===== src/rtl/vec_writer_pkg.sv =====
// Shared types and constants for the vec_pair_writer pattern source.
package vec_writer_pkg;

    typedef enum logic [1:0] {
        IDLE = 2'd0,
        RUN  = 2'd1,
        GAP  = 2'd2,
        DONE = 2'd3
    } state_e;

    localparam logic [31:0] LFSR_POLY = 32'h8020_0003;
    localparam logic        MODE_CNT  = 1'b0;
    localparam logic        MODE_LFSR = 1'b1;

    // fifo_b carries the same word with its 16-bit halves exchanged
    function automatic logic [31:0] swap_halves(input logic [31:0] w);
        return {w[15:0], w[31:16]};
    endfunction

endpackage


===== src/rtl/vec_pair_writer_if.sv =====
// Paired FIFO write port: lockstep enables, data and full flags for fifo_a/fifo_b.
interface vec_pair_writer_if #(
    parameter int unsigned DATA_W = 32
);
    logic              wren_a;
    logic              wren_b;
    logic [DATA_W-1:0] din_a;
    logic [DATA_W-1:0] din_b;
    logic              full_a;
    logic              full_b;

    modport master (output wren_a, wren_b, din_a, din_b, input full_a, full_b);
    modport slave  (input wren_a, wren_b, din_a, din_b, output full_a, full_b);
endinterface


===== src/rtl/vec_pattern_gen.sv =====
// Counter / Galois-LFSR word generator; a zero LFSR seed is replaced by 1.
module vec_pattern_gen
    import vec_writer_pkg::*;
#(
    parameter int unsigned DATA_W = 32
) (
    input  logic              bus_clk,
    input  logic              rst_n,
    input  logic              load,
    input  logic [DATA_W-1:0] seed,
    input  logic              mode,
    input  logic              advance,
    output logic [DATA_W-1:0] word
);

    logic [DATA_W-1:0] word_q, word_d;
    logic              mode_q, mode_d;

    // Next word: load seeds and latches mode, advance steps the selected pattern
    always_comb begin
        word_d = word_q;
        mode_d = mode_q;
        if (load) begin
            mode_d = mode;
            if (mode == MODE_LFSR && seed == '0) begin
                word_d = DATA_W'(1);
            end else begin
                word_d = seed;
            end
        end else if (advance) begin
            if (mode_q == MODE_CNT) begin
                word_d = word_q + DATA_W'(1);
            end else begin
                word_d = (word_q >> 1) ^ (word_q[0] ? DATA_W'(LFSR_POLY) : '0);
            end
        end
    end

    // Pattern state register
    always_ff @(posedge bus_clk or negedge rst_n) begin
        if (!rst_n) begin
            word_q <= '0;
            mode_q <= MODE_CNT;
        end else begin
            word_q <= word_d;
            mode_q <= mode_d;
        end
    end

    assign word = word_q;

endmodule


===== src/rtl/vec_pair_writer.sv =====
// Test-pattern writer for the MAC input FIFO pair: num_vecs vectors of vec_len
// aligned pairs, one idle cycle between vectors.
// Optional: define VEC_WRITER_CHECKSUM_EN to add running XOR checksums of the
// accepted words on checksum_a / checksum_b.
module vec_pair_writer
    import vec_writer_pkg::*;
#(
    parameter int unsigned DATA_W = 32,
    parameter int unsigned CNT_W  = 16
) (
    input  logic              bus_clk,
    input  logic              rst_n,
    input  logic              start,
    input  logic              mode,
    input  logic [DATA_W-1:0] seed,
    input  logic [CNT_W-1:0]  vec_len,
    input  logic [CNT_W-1:0]  num_vecs,
    output logic              busy,
    output logic              done,
    output logic [31:0]       words_sent,
    vec_pair_writer_if.master fifo
`ifdef VEC_WRITER_CHECKSUM_EN
    ,
    output logic [DATA_W-1:0] checksum_a,
    output logic [DATA_W-1:0] checksum_b
`endif
);

    state_e            state_q, state_d;
    logic [CNT_W-1:0]  vec_len_q, vec_len_d;
    logic [CNT_W-1:0]  num_vecs_q, num_vecs_d;
    logic [CNT_W-1:0]  pair_cnt_q, pair_cnt_d;
    logic [CNT_W-1:0]  vec_cnt_q, vec_cnt_d;
    logic [31:0]       words_q, words_d;
    logic              busy_q, busy_d;
    logic              done_q, done_d;
    logic [DATA_W-1:0] word;

    logic start_ok_c;
    logic accept_c;
    logic last_pair_c;
    logic last_vec_c;

    assign start_ok_c  = (state_q == IDLE) && start;
    assign accept_c    = (state_q == RUN) && !fifo.full_a && !fifo.full_b;
    assign last_pair_c = (pair_cnt_q == vec_len_q - CNT_W'(1));
    assign last_vec_c  = (vec_cnt_q == num_vecs_q - CNT_W'(1));

    // Run sequencing: config latch, pair/vector counting, state transitions
    always_comb begin
        state_d    = state_q;
        vec_len_d  = vec_len_q;
        num_vecs_d = num_vecs_q;
        pair_cnt_d = pair_cnt_q;
        vec_cnt_d  = vec_cnt_q;
        words_d    = words_q;
        case (state_q)
            IDLE: begin
                if (start) begin
                    vec_len_d  = vec_len;
                    num_vecs_d = num_vecs;
                    pair_cnt_d = '0;
                    vec_cnt_d  = '0;
                    words_d    = '0;
                    state_d    = (vec_len == '0 || num_vecs == '0) ? DONE : RUN;
                end
            end
            RUN: begin
                if (accept_c) begin
                    words_d = words_q + 32'(1);
                    if (last_pair_c) begin
                        pair_cnt_d = '0;
                        if (last_vec_c) begin
                            state_d = DONE;
                        end else begin
                            vec_cnt_d = vec_cnt_q + CNT_W'(1);
                            state_d   = GAP;
                        end
                    end else begin
                        pair_cnt_d = pair_cnt_q + CNT_W'(1);
                    end
                end
            end
            GAP:     state_d = RUN;
            DONE:    state_d = IDLE;
            default: state_d = IDLE;
        endcase
        busy_d = (state_d != IDLE);
        done_d = (state_d == DONE);
    end

    // Control and status registers
    always_ff @(posedge bus_clk or negedge rst_n) begin
        if (!rst_n) begin
            state_q    <= IDLE;
            vec_len_q  <= '0;
            num_vecs_q <= '0;
            pair_cnt_q <= '0;
            vec_cnt_q  <= '0;
            words_q    <= '0;
            busy_q     <= 1'b0;
            done_q     <= 1'b0;
        end else begin
            state_q    <= state_d;
            vec_len_q  <= vec_len_d;
            num_vecs_q <= num_vecs_d;
            pair_cnt_q <= pair_cnt_d;
            vec_cnt_q  <= vec_cnt_d;
            words_q    <= words_d;
            busy_q     <= busy_d;
            done_q     <= done_d;
        end
    end

    vec_pattern_gen #(
        .DATA_W (DATA_W)
    ) u_gen (
        .bus_clk (bus_clk),
        .rst_n   (rst_n),
        .load    (start_ok_c),
        .seed    (seed),
        .mode    (mode),
        .advance (accept_c),
        .word    (word)
    );

    // Both FIFOs are written together or not at all so pairs stay aligned
    assign fifo.wren_a = accept_c;
    assign fifo.wren_b = accept_c;
    assign fifo.din_a  = word;
    assign fifo.din_b  = swap_halves(word);
    assign busy        = busy_q;
    assign done        = done_q;
    assign words_sent  = words_q;

`ifdef VEC_WRITER_CHECKSUM_EN
    logic [DATA_W-1:0] csum_a_q, csum_a_d;
    logic [DATA_W-1:0] csum_b_q, csum_b_d;

    // Running XOR of accepted words, cleared by an accepted start
    always_comb begin
        csum_a_d = csum_a_q;
        csum_b_d = csum_b_q;
        if (start_ok_c) begin
            csum_a_d = '0;
            csum_b_d = '0;
        end else if (accept_c) begin
            csum_a_d = csum_a_q ^ word;
            csum_b_d = csum_b_q ^ swap_halves(word);
        end
    end

    // Checksum registers
    always_ff @(posedge bus_clk or negedge rst_n) begin
        if (!rst_n) begin
            csum_a_q <= '0;
            csum_b_q <= '0;
        end else begin
            csum_a_q <= csum_a_d;
            csum_b_q <= csum_b_d;
        end
    end

    assign checksum_a = csum_a_q;
    assign checksum_b = csum_b_q;
`endif

endmodule


===== src/flat_wrapper.sv =====
// flat-port wrapper written by rule: the top's interface ports become plain ports
module vec_pair_writer_flat import vec_writer_pkg::*;
#(
    parameter int unsigned DATA_W = 32,
    parameter int unsigned CNT_W  = 16
)
  (bus_clk, rst_n, start, mode, seed, vec_len, num_vecs, busy, done, words_sent, fifo_wren_a, fifo_wren_b, fifo_din_a, fifo_din_b, fifo_full_a, fifo_full_b);
  vec_pair_writer_if #(.DATA_W(DATA_W)) fifo_i ();
  input  logic bus_clk;
  input  logic rst_n;
  input  logic start;
  input  logic mode;
  input  logic [DATA_W-1:0] seed;
  input  logic [CNT_W-1:0] vec_len;
  input  logic [CNT_W-1:0] num_vecs;
  output logic busy;
  output logic done;
  output logic [31:0] words_sent;
  output wire logic [$bits(fifo_i.wren_a)-1:0] fifo_wren_a;
  output wire logic [$bits(fifo_i.wren_b)-1:0] fifo_wren_b;
  output wire logic [$bits(fifo_i.din_a)-1:0] fifo_din_a;
  output wire logic [$bits(fifo_i.din_b)-1:0] fifo_din_b;
  input wire logic [$bits(fifo_i.full_a)-1:0] fifo_full_a;
  input wire logic [$bits(fifo_i.full_b)-1:0] fifo_full_b;
  assign fifo_wren_a = fifo_i.wren_a;
  assign fifo_wren_b = fifo_i.wren_b;
  assign fifo_din_a = fifo_i.din_a;
  assign fifo_din_b = fifo_i.din_b;
  assign fifo_i.full_a = fifo_full_a;
  assign fifo_i.full_b = fifo_full_b;
  vec_pair_writer #(.DATA_W(DATA_W), .CNT_W(CNT_W)) u_core (.bus_clk(bus_clk), .rst_n(rst_n), .start(start), .mode(mode), .seed(seed), .vec_len(vec_len), .num_vecs(num_vecs), .busy(busy), .done(done), .words_sent(words_sent), .fifo(fifo_i));
endmodule

===== config.mk =====
export PLATFORM = sky130hd
export DESIGN_NAME = vec_pair_writer_flat
export DESIGN_NICKNAME = d
export VERILOG_FILES = /design/src/rtl/vec_writer_pkg.sv /design/src/rtl/vec_pair_writer_if.sv /design/src/rtl/vec_pattern_gen.sv /design/src/rtl/vec_pair_writer.sv /design/src/flat_wrapper.sv
export SDC_FILE = /design/constraint.sdc
export NUM_CORES = 1
export LEC_CHECK = 0
export BUFFER_PORTS_ARGS = -buffer_cell sky130_fd_sc_hd__buf_2
export CORE_MARGIN = 2
export CORE_UTILIZATION = 31
export CTS_BUF_LIST = sky130_fd_sc_hd__clkbuf_4 sky130_fd_sc_hd__clkbuf_8
export CTS_CLUSTER_SIZE = 8
export DETAILED_ROUTE_END_ITERATION = 10
export PLACE_DENSITY = 0.55
export SETUP_SLACK_MARGIN = 0.3
export SLEW_MARGIN = 20
export SYNTH_ARGS = -nofsm -noshare
export SYNTH_HDL_FRONTEND = slang
export SYNTH_SLANG_ARGS = --single-unit

===== constraint.sdc =====
create_clock -name bus_clk -period 8.2 [get_ports bus_clk]
set_input_delay 0.41 -clock bus_clk [delete_from_list [all_inputs] [get_ports bus_clk]]
set_output_delay 0.41 -clock bus_clk [all_outputs]
set_load 0.02 [all_outputs]

# After elaboration in Yosys (flattened, before gate mapping)
# Cells that the tools add are included.
[totals]
register_bits = 133
inputBits = 70
out_inout_bits = 100
wordCells = 66
[op_classes]
n_bitwise = 1
n_mux = 22
add_sub_neg = 6
reduce_logical = 17
n_eq_ne = 10
[ops]
columns = ["op", "count"]
rows = [
  ["32-bit 2-to-1 mux", 7],
  ["16-bit 2-to-1 mux", 6],
  ["32-bit by 1-bit adder with 32-bit output (second input constant)", 2],
  ["16-bit case mux with 2 select lines", 2],
  ["32-bit case mux with 2 select lines", 1],
  ["16-bit by 1-bit adder with 16-bit output (second input constant)", 2],
  ["16-bit == test", 2],
  ["16-bit zero test", 2],
  ["32-bit zero test", 1],
  ["16-bit by 1-bit subtractor with 16-bit output (second input constant)", 2],
  ["31-bit by 32-bit XOR with 32-bit output", 1],
  ["2-bit 2-to-1 mux", 4],
  ["2-bit case mux with 4 select lines", 1],
  ["2-bit == test (second input constant)", 3],
  ["2-bit != test (second input constant)", 3],
  ["2-bit nonzero test", 3],
  ["5-bit AND reduction", 1],
  ["1-bit logical AND", 4],
  ["3-bit AND reduction", 1],
  ["2-bit by 1-bit == test with 1-bit output (second input constant)", 1],
  ["1-bit zero test", 2],
  ["2-bit zero test", 1],
  ["2-bit by 1-bit != test with 1-bit output (second input constant)", 1],
  ["2-bit AND reduction", 1],
  ["2 further kinds", 2],
]

# Logic depth before layout (Yosys ltp)
[logic_depth]
ltp_word = 7
mapped_depth = 13
mapped_depth_nobuf = 10

# By module
# A second synthesis with hierarchy kept.
[hier_totals]
hier_cells = 1030
hier_area_um2 = 8605.8
[modules_own_cells]
columns = ["mod", "instances", "seq_area_each_um2", "area_each_um2", "cells_per_inst"]
rows = [
  ["vec_pair_writer", 1, 2502.4, 5977.0, 689],
  ["vec_pattern_gen", 1, 825.8, 2628.8, 341],
]

# Worst setup path after synthesis
# Ideal clock, no wire load.
[synth_path]
path_kind = "register to register"
start = "reg u_core.num_vecs_q[0]"
end = "reg u_core.vec_cnt_q[10]"
setup_slack_ps = 4974
required_time_ps = 8076
stages_incl_launch_ff = 14
path_buffers = 3
arrival_ps = 3102
synth_period_minus_slack_ps = 3226
setup_time_ps = 124
cell_sequence = "dfrtp_1 > clkbuf_1 > inv_1 > ha_1 > clkbuf_1 > or4b_2 > nor3_1 > mux2_2 > a211oi_1 > nand4_1 > clkbuf_1 > nand4_1 > nor2_1 > mux2i_1"
[synth_via]
elab_chain_cells = 4
[synth_lines]
columns = ["element", "line", "text"]
rows = [
  ["from (decl)", "vec_pair_writer.sv:31", "logic [CNT_W-1:0] num_vecs_q, num_vecs_d;"],
  ["from (signal assigned)", "vec_pair_writer.sv:106", "num_vecs_q <= num_vecs_d;"],
  ["16-bit by 1-bit subtractor with 16-bit output", "vec_pair_writer.sv:47", "assign last_vec_c = (vec_cnt_q == num_vecs_q - CNT_W'(1));"],
  ["16-bit == test", "vec_pair_writer.sv:47", ""],
  ["2-bit != test (no source line)", "n/a", ""],
  ["5-bit AND reduction (no source line)", "n/a", ""],
  ["to (signal assigned)", "vec_pair_writer.sv:108", "vec_cnt_q <= vec_cnt_d;"],
  ["to (decl)", "vec_pair_writer.sv:33", "logic [CNT_W-1:0] vec_cnt_q, vec_cnt_d;"],
]
# Every way passes these cells.
# A chain may end at the register's enable or synchronous reset.

# Worst setup path after layout
[layout_path]
start = "reg u_core.num_vecs_q[0]"
end = "reg u_core.vec_cnt_q[0]"
# Same word-level chain as after synthesis.

==> results.txt <==
The first-iteration detailed-routing DRC count is between 500 and 600. The startpoint of the lowest-slack register-to-register path is u_core.num_vecs_q[0]$_DFFE_PN0P_. The share of the clock period used by the worst path is 0.4692.

The CTS root buffer is sky130_fd_sc_hd__clkbuf_8. Clock tree synthesis inserted a total of 17 buffers. Clock-pin slew was measured on the worst setup and hold paths at about 0.09 ns. The measured slew at the worst slew-check pin is 1.043 ns. For this run, the leading register cell type out of synthesis is sky130_fd_sc_hd__dfrtp_1. The worst hold path endpoint is u_core.num_vecs_q[3]$_DFFE_PN0P_.

The relative area change from synthesis to final layout is 15.36%. Across all layers, the routed design uses approximately 7600 vias. Counting flops and latches in the post-synthesis netlist gives ~130.

The count of cells along the worst hold path is 3. The number of top-level pins is 170. The share of the Yosys chip area taken by registers is 0.3959. The routed wire length came out at roughly 24000 um. Counting flops with a built-in enable in the synthesized netlist gives 0. On the final layout, the worst clock skew is between 0.02 and 0.025 ns. The floorplan has 60 rows. The count of pins over their slew limit came out at 0. The max-capacitance violation count is 0. The critical path is of the reg2reg type. The number of buffer cells added on primary ports is 169. The data arrival time of the critical path is roughly 4.2 ns.

The global-route wire length before repair is 39080 um. The placed instances occupy a cell area of ~0.0093 mm2. The net count after synthesis is 1072.

In this run the cell area of the synthesized design comes to 0.008407 mm2. The number of diodes added for antenna fixing came out at 0. The wire length per cell is ~17 um. The clock sink total came out at about 130. After synthesis, the share of flip-flops with an asynchronous set or reset is 1.000. The critical path goes through inv_1, ha_1, or4b_2, nor3_1, mux2_2, a211oi_1, nand4_1, nand2_1, mux2_1. The post-synthesis cell type count is just under 70. Routability-driven placement finished with a final weighted congestion of approximately 0.8. The final instance area is a little under 0.01 mm2.

The number of cells traversed by the worst register-to-register path is 9. TritonCTS built the clock tree. The buffer and inverter count on the worst path came out at 1. From left edge to right edge, the die measures ~170 um. Counting the fill cells in the layout gives 2809. STA classifies the critical path startpoint as a flop. The per-instance average area after synthesis came out at ~8.4 um2. The worst voltage drop across the vdd grid came out at between 0.0001 and 0.00015 V. The die covers 0.02845 mm2.

The max-slew headroom at the worst pin came out at 0.3044. The clock tree synthesis step divided the H-tree into 4 levels. The library cells used most frequently in the layout, excluding fill and tap cells, are 168 x sky130_fd_sc_hd__buf_2, 164 x sky130_fd_sc_hd__nand2_1, 133 x sky130_fd_sc_hd__dfrtp_1, 90 x sky130_fd_sc_hd__nor2_1, 57 x sky130_fd_sc_hd__xor2_1. The maximum fanout along the worst path is 16. The overall fraction of global-route tracks in use is 0.1722.

Once layout is complete, the cells apart from fillers number around 1500. The number of cells after detailed placement is roughly 1400. The antenna violation net count after detailed routing is 0. The number of warnings reported in the yosys synthesis log came out at 0. The delay of the slowest cell on the worst path is roughly 0.70 ns. The number of hold violations in the final report is 0. In the post-synthesis netlist, the biggest area contributors are sky130_fd_sc_hd__dfrtp_1 40%, sky130_fd_sc_hd__nand2_1 7.4%, sky130_fd_sc_hd__xor2_1 5.9%, sky130_fd_sc_hd__xnor2_1 4.9%, sky130_fd_sc_hd__nor2_1 4.1%.

Once detailed placement completed, the half-perimeter wirelength came to between 15000 and 20000 um. The worst setup path is captured at a flop. The end of the worst register-to-register path is u_core.vec_cnt_q[0]$_DFFE_PN0P_. The path class of the tightest hold or removal check is in2reg. Setup repair after global routing left no endpoint under its margin.

Setup violations remaining at the end of the flow were counted as 0. The reg-to-reg setup timing slack is 4.35 ns. The global-route congestion overflow total is 0. On the critical path, the stage with the largest delay is an instance of sky130_fd_sc_hd__or4b_2. For this run, the detailed router's first-pass iteration total came to 5. The remaining routing DRC violations came out at 0. The worst hold path begins at num_vecs[3]. The proportion of netlist area held by the largest area contributor is 0.3959. The fraction of final layout cells sized beyond drive strength 1 came out at 0.2045. The initial utilization of the core area, before any placement, comes to 0.3137. The number of global-route vias before repair is around 7000. The largest net degree at the start of global routing is 100.

The average via count per standard cell came out at 5.181. The net count of the finished layout is between 1000 and 1500. Post-CTS repair changed the size of 0 cells. For this run, the top clock speed supported by timing is approximately 260 MHz. The die height is roughly 170 um. Synthesis produced 996 cells. After floorplanning, the core was sized to cover 0.02680 mm2. The run finished with clean final reports. The standby leakage power is 4.531 nW. The longest clock path from root to sink contains 2 buffers. The required time at the endpoint of the critical path is 8.56 ns.

The clock latency at the later pin of the worst-skew pair is around 0.48 ns. In the final timing run, aggregate negative setup slack is 0 ns. The initial antenna violation count came out at 0.

sky130_fd_sc_hd__dfrtp_1 takes more of the synthesized area than any other cell. The commonest non-fill, non-tap cell in the layout is sky130_fd_sc_hd__buf_2. The power per cell area came out at about 220 mW/mm2. The final period demand of the worst path is about 3.8 ns.

The dominant delay contributor by cell family on the critical path is simple AND/OR/NAND/NOR gates.
## layout make-up
type	count	area (um2)	share of cell area
timing repair buffer	177	914.6	0.09431
clock buffer	17	234.0	0.02413
inverter	15	56.30	0.005806
clock inverter	15	158.9	0.01638
tap	341	426.7	0.04399
multi-input combinational	763	4579	0.4722
sequential	133	3328	0.3432
## metrics by stage
step	power (mW)	setup slack [ns]	utilization	hold slack, ns
2_1_floorplan	1.351	4.974	-	0.1144
3_3_place_gp	1.525	4.451	0.3468	0.4798
3_5_place_dp	1.532	4.380	0.3468	0.4734
4_1_cts	2.113	4.366	0.3619	0.1257
5_1_grt	2.223	4.025	0.3619	0.1491
6_report	2.092	4.352	0.3619	0.1481
## sequential cells by signal (all words and copies together) (netlist names)
register             flops
u_core.busy              1
u_core.done              1
u_core.num_vecs_q       16
u_core.pair_cnt_q       16
u_core.state_q           2
u_core.u_gen.mode_q      1
u_core.u_gen.word       32
u_core.vec_cnt_q        16
u_core.vec_len_q        16
u_core.words_sent       32
## cells in the mapped netlist (9+ instances only)
master                     number
sky130_fd_sc_hd__nand2_1      165
sky130_fd_sc_hd__dfrtp_1      133
sky130_fd_sc_hd__nor2_1        91
sky130_fd_sc_hd__xor2_1        57
sky130_fd_sc_hd__xnor2_1       47
sky130_fd_sc_hd__o21ai_0       46
sky130_fd_sc_hd__clkbuf_1      45
sky130_fd_sc_hd__nand3_1       42
sky130_fd_sc_hd__a21oi_1       40
sky130_fd_sc_hd__nand4_1       34
sky130_fd_sc_hd__buf_4         33
sky130_fd_sc_hd__nor4_1        24
sky130_fd_sc_hd__mux2i_1       22
sky130_fd_sc_hd__and3_1        19
sky130_fd_sc_hd__nand2b_1      17
sky130_fd_sc_hd__nor3_1        16
sky130_fd_sc_hd__inv_1         15
sky130_fd_sc_hd__a211oi_1      11
sky130_fd_sc_hd__and2_1         9
sky130_fd_sc_hd__o211ai_1       9
sky130_fd_sc_hd__or4_1          9
## worst min-delay path: stages
cell	delay, ns
sky130_fd_sc_hd__buf_2	0.09
sky130_fd_sc_hd__nand2_1	0.04
sky130_fd_sc_hd__nand2_1	0.04
## repair_timing
| item | 4_1_cts | 5_1_grt |
|---|---|---|
| setup buffers | 0 | 0 |
| hold buffers | 1 | 0 |
| hold endpoints to repair | 68 | 0 |
## report_power, final
group	internal, mW	switching, mW	total [mW]
Combinational	0.245	0.369	0.614
Sequential	0.738	0.164	0.902
Clock	0.254	0.322	0.576
## logic make-up after synthesis
kind of cell             synth area share
multiplexers                      0.03289
flip-flops                         0.3959
XOR/XNOR                           0.1083
AND/OR/NAND/NOR                    0.2785
buffers and inverters             0.06057
AO/OA/AOI/OAI                      0.1149
adder cells (fa/ha/maj)          0.008930
## worst max-delay path by stage
stage,start,end,cells after the start
4_1_cts,u_core.num_vecs_q[0]$_DFFE_PN0P_,u_core.vec_cnt_q[0]$_DFFE_PN0P_,9
5_1_grt,u_core.num_vecs_q[0]$_DFFE_PN0P_,u_core.vec_cnt_q[0]$_DFFE_PN0P_,9
2_1_floorplan,u_core.num_vecs_q[0]$_DFFE_PN0P_,u_core.vec_cnt_q[10]$_DFFE_PN0P_,13
3_5_place_dp,u_core.num_vecs_q[0]$_DFFE_PN0P_,u_core.vec_cnt_q[0]$_DFFE_PN0P_,9
6_report,u_core.num_vecs_q[0]$_DFFE_PN0P_,u_core.vec_cnt_q[0]$_DFFE_PN0P_,9
3_3_place_gp,u_core.num_vecs_q[0]$_DFFE_PN0P_,u_core.vec_cnt_q[0]$_DFFE_PN0P_,9
## routing by layer
metal	track usage	share of wire
met1	0.2463	0.48
met2	0.2678	0.45
met3	0.03110	0.053
met4	0.04648	0.012
met5	0	0
(Power assumes the default switching activity.)
